### src/rtl/alu_issue_sequencer.sv
// Issue stage for the 8-bit ALU: accepts one instruction per handshake, reads a 4-entry
// register file into the ALU operand registers, waits out the ALU latency and writes the result back.
module alu_issue_sequencer #(
    parameter int DATA_W  = 8,
    parameter int ALU_LAT = 1
) (
    input  logic              clk,
    input  logic              rst_n,
    input  logic [19:0]       instr,
    input  logic              instr_valid,
    output logic              instr_ready,
    output logic [DATA_W-1:0] alu_a,
    output logic [DATA_W-1:0] alu_b,
    output logic [3:0]        alu_sel,
    input  logic [DATA_W-1:0] alu_result,
    output logic              res_valid,
    output logic [1:0]        res_rd,
    output logic [DATA_W-1:0] res_data,
    output logic              busy
);

    typedef enum logic [0:0] {
        IDLE = 1'b0,
        WAIT = 1'b1
    } state_t;

    state_t            state_q;
    logic [2:0]        cnt_q;
    logic [1:0]        rd_q;
    logic [DATA_W-1:0] rf_q [4];
    logic [DATA_W-1:0] alu_a_q;
    logic [DATA_W-1:0] alu_b_q;
    logic [3:0]        alu_sel_q;
    logic              res_valid_q;
    logic [1:0]        res_rd_q;
    logic [DATA_W-1:0] res_data_q;

    logic [3:0]        f_sel;
    logic [1:0]        f_rd;
    logic [1:0]        f_rs1;
    logic [1:0]        f_rs2;
    logic              f_ldi;
    logic [DATA_W-1:0] f_imm;
    logic              accept;
    logic              unused_rsvd;

    assign f_sel       = instr[19:16];
    assign f_rd        = instr[15:14];
    assign f_rs1       = instr[13:12];
    assign f_rs2       = instr[11:10];
    assign f_ldi       = instr[9];
    assign unused_rsvd = instr[8];
    assign f_imm       = DATA_W'(instr[7:0]);

    assign instr_ready = (state_q == IDLE);
    assign accept      = instr_valid && (state_q == IDLE);

    // Sequencer FSM, register file, ALU operand registers and write-back pulse.
    always_ff @(posedge clk or negedge rst_n) begin
        if (!rst_n) begin
            state_q     <= IDLE;
            cnt_q       <= 3'd0;
            rd_q        <= 2'd0;
            alu_a_q     <= '0;
            alu_b_q     <= '0;
            alu_sel_q   <= 4'd0;
            res_valid_q <= 1'b0;
            res_rd_q    <= 2'd0;
            res_data_q  <= '0;
            for (int i = 0; i < 4; i++) begin
                rf_q[i] <= '0;
            end
        end else begin
            res_valid_q <= 1'b0;
            case (state_q)
                IDLE: begin
                    if (accept) begin
                        if (f_ldi) begin
                            rf_q[f_rd]  <= f_imm;
                            res_valid_q <= 1'b1;
                            res_rd_q    <= f_rd;
                            res_data_q  <= f_imm;
                        end else begin
                            alu_a_q   <= rf_q[f_rs1];
                            alu_b_q   <= rf_q[f_rs2];
                            alu_sel_q <= f_sel;
                            rd_q      <= f_rd;
                            cnt_q     <= 3'(ALU_LAT);
                            state_q   <= WAIT;
                        end
                    end else begin
                        state_q <= IDLE;
                    end
                end
                WAIT: begin
                    // The counter hits zero on the first edge at which ALU_out carries this result.
                    if (cnt_q == 3'd0) begin
                        rf_q[rd_q]  <= alu_result;
                        res_valid_q <= 1'b1;
                        res_rd_q    <= rd_q;
                        res_data_q  <= alu_result;
                        state_q     <= IDLE;
                    end else begin
                        cnt_q <= cnt_q - 3'd1;
                    end
                end
                default: begin
                    state_q <= IDLE;
                end
            endcase
        end
    end

    assign alu_a     = alu_a_q;
    assign alu_b     = alu_b_q;
    assign alu_sel   = alu_sel_q;
    assign res_valid = res_valid_q;
    assign res_rd    = res_rd_q;
    assign res_data  = res_data_q;
    assign busy      = (state_q == WAIT);

endmodule

### config.mk
export PLATFORM = sky130hd
export DESIGN_NAME = alu_issue_sequencer
export DESIGN_NICKNAME = d
export VERILOG_FILES = /design/src/rtl/alu_issue_sequencer.sv
export SDC_FILE = /design/constraint.sdc
export NUM_CORES = 1
export LEC_CHECK = 0
export CAP_MARGIN = 0
export CORE_MARGIN = 2
export CORE_UTILIZATION = 30
export CTS_BUF_LIST = sky130_fd_sc_hd__clkbuf_2
export CTS_CLUSTER_DIAMETER = 80
export DETAILED_ROUTE_END_ITERATION = 7
export PLACE_DENSITY = 0.5
export SLEW_MARGIN = 20
export SYNTH_ARGS = -nofsm -noshare
export SYNTH_HDL_FRONTEND = slang
export SYNTH_SLANG_ARGS = --single-unit
export TNS_END_PERCENT = 100
### constraint.sdc
create_clock -name clk -period 4.1 [get_ports clk]
set_input_delay 0.82 -clock clk [delete_from_list [all_inputs] [get_ports clk]]
set_output_delay 0.82 -clock clk [all_outputs]
set_load 0.03 [all_outputs]
==> impl_metrics.env <==
export IMPL_status="finished, violations left"
export IMPL_violations="design-rule violations"
export IMPL_cp_data_arrival_time_ps=2100
export IMPL_io_pins=64
export IMPL_hold_buffers=0
export IMPL_overflow=0
export IMPL_nets=345
export IMPL_worst_pin_slew_ps=845
export IMPL_netlist_area_mm2=0.00356
export IMPL_cp_cell_sequence="buf_4 -> clkdlybuf4s50_1"
export IMPL_drt_iter0_drc=148
export IMPL_grt_util_met2=0.243
export IMPL_finalHoldViolCount=0
export IMPL_port_buffers=62
export IMPL_grt_max_degree=38
export IMPL_slew_violations=0
export IMPL_area_growth_pct=23.0
export IMPL_final_cells=459
export IMPL_grt_setup_unrepaired="false"
export IMPL_crit_path_end_kind="output pin"
export IMPL_ys_seq_area_frac=0.485
export IMPL_clk_path_buf_depth=2
export IMPL_period_share=0.711
export IMPL_r2r_end="res_data[5]$_DFFE_PN0P_"
export IMPL_clock_fmax_ghz=0.343
export IMPL_rows=39
export IMPL_cts_tree="yes"
export IMPL_gp_congestion=0.781
export IMPL_drc=3
export IMPL_synth_main_ff_cell="dfrtp_1"
export IMPL_ys_ff_latch=69
export IMPL_maxCapViolCount=0
export IMPL_wire_per_inst_um=20.4
export IMPL_grt_pass1_wl_um=15000
export IMPL_grt_antenna_before_repair=0
export IMPL_irDropWorstVdd_uv=377
export IMPL_synthCells=255
export IMPL_htree_levels=3
export IMPL_setup_violations=0
export IMPL_ys_async_sr_fraction=1.00
export IMPL_syn_nets=288
export IMPL_use_met3=0.0241
export IMPL_die_area_mm2=0.0128
export IMPL_drt_wl_total_um=9350
export IMPL_grt_pass1_vias=2558
export IMPL_antenna_left=0
export IMPL_initial_core_util=0.309
export IMPL_die_height_um=113
export IMPL_hold_class="primary input to asynchronous set/reset pin"
export IMPL_placed_cells=444
export IMPL_cts_sinks=69
export IMPL_grtUsageMet1=0.220
export IMPL_cts_resized=0
export IMPL_clk_latency_ps=510
export IMPL_finalSetupTns_ps=0
export IMPL_die_w_um=113
export IMPL_cpLargestDelayFamily="buffers and inverters"
export IMPL_viasPerCell=5.39
export IMPL_leakagePower_uw=0.00173
export IMPL_syn_avg_cell_area_um2=14.0
export IMPL_period_minus_slack_ps=2920
export IMPL_vias=2473
export IMPL_required_ps=3280
export IMPL_reg2regPathDepth=6
export IMPL_timing_rr_start="busy$_DFF_PN0_"
export IMPL_yosysWarnings=0
export IMPL_num_antenna_cells=0
export IMPL_cts_root_buffer="clkbuf_2"
export IMPL_crit_path_start_kind="flip-flop"
export IMPL_clkSlewWorstSetupHoldPaths_ps=200
export IMPL_cp_num_buf_inv=2
export IMPL_powerDensity_mw_per_mm2=765
export IMPL_place_hpwl_um=6240
export IMPL_gr_max_usage_layer="met2"
export IMPL_critPathMaxFanout=25
export IMPL_final_layout_size_suffix_gt1_frac=0.215
export IMPL_r2r_slack_ps=1840
export IMPL_critical_path_class="flip-flop to output pin"
export IMPL_cts_made_buffers=9
export IMPL_finClkSkew_ps=37.0
export IMPL_cp_slowest_cell="clkdlybuf4s50_1"
export IMPL_post_cts_repair_setup_buffers=0
export IMPL_slowest_delay_ps=750
export IMPL_finalPower_uw=3350
export IMPL_gr_usage_all_layers=0.155
export IMPL_dr_pass1_iters=6
export IMPL_synth_edff_count=0
export IMPL_core_area_mm2=0.0115
export IMPL_synth_cell_type_count=30
export IMPL_max_slew_margin_rel=0.436
per-stage QoR:
stage	setup WS (ps)	hold slack (ps)	area, µm²	utilization
after floorplan	2050	456	3560	-
after global placement	1350	472	4230	0.368
after detailed placement	1350	484	4230	0.368
after CTS	1130	384	4380	0.380
after global routing	1050	400	4380	0.380
final	1180	383	4380	0.380
kinds of logic after synthesis:
kind of cell | share of synthesized area
compound gates | 0.190
fa+ha+maj | 0.00702
buf+inv | 0.0492
flops | 0.485
mux | 0.202
simple gates | 0.0671
state kept, by name (all words and copies together) (netlist names):
| signal | cells |
|---|---|
| cnt_q | 3 |
| rf_q | 32 |
| busy | 1 |
| res_data | 8 |
| res_valid | 1 |
| rd_q | 2 |
| res_rd | 2 |
| alu_b | 8 |
| alu_a | 8 |
| alu_sel | 4 |
worst register-to-register path, delay by kind of cell, from the launching register on:
kind	cells	cell delay, ps
simple gates	2	810
buf+inv	3	740
flops	1	470
compound gates	1	180
cell type report:
type / count / area (µm²)
Inverter: 4 / 15.0
Fill cell: 1119 / 7130
Multi-Input combinational cell: 161 / 1660
Clock inverter: 6 / 103
Timing Repair Buffer: 67 / 653
Tap cell: 143 / 179
Clock buffer: 9 / 45.0
Sequential cell: 69 / 1730
cells in the mapped netlist, drive strengths merged (5+ instances only):
cell type | n | area [µm²]
a22oi | 32 | 240
o2bb2ai | 32 | 280
mux4 | 16 | 360
mux2i | 11 | 110
dfrtp | 69 | 1730
a21oi | 10 | 50.1
mux2 | 22 | 248
buf | 19 | 150
and3b | 5 | 43.8
nor3 | 11 | 66.3
report_power, final:
group	switching (µW)	internal (µW)	total, µW
logic	862	774	1640
registers	220	986	1210
clock network	254	255	509
worst max path at each step:
stage	cells after the start	startpoint	slack (ps)	endpoint
2_1_floorplan	4	busy$_DFF_PN0_	2050	instr_ready
3_3_place_gp	3	instr[12]	1350	alu_a[7]$_DFFE_PN0P_
3_5_place_dp	3	instr[12]	1350	alu_a[7]$_DFFE_PN0P_
4_1_cts	2	busy$_DFF_PN0_	1130	busy
5_1_grt	2	busy$_DFF_PN0_	1050	busy
6_report	2	busy$_DFF_PN0_	1180	busy
per-layer routing:
layer	vias up	wire [µm]
met5	-	0
met4	0	87
met3	6	281
met2	50	4560
met1	1281	4420
li1	1136	-
placed cells by master, fill, tap and decap left out, types with 2 or more instances in the layout:
cell type	Yosys	layout
mux2_2	22	22
nand2b_1	2	2
nor3b_4	4	4
o2bb2ai_1	32	32
mux2i_1	11	11
mux4_2	16	16
clkbuf_2	2	9
inv_1	3	3
dfrtp_1	69	69
nor2_1	2	2
o22ai_4	4	4
nor3_1	10	10
ha_1	2	2
clkdlybuf4s50_1	0	61
a21oi_1	10	10
bufinv_16	0	3
nand2_1	2	2
clkinv_1	0	2
a22oi_1	32	32
and3b_1	5	5
buf_4	2	5
No activity file was read; power rests on OpenSTA's default activity.
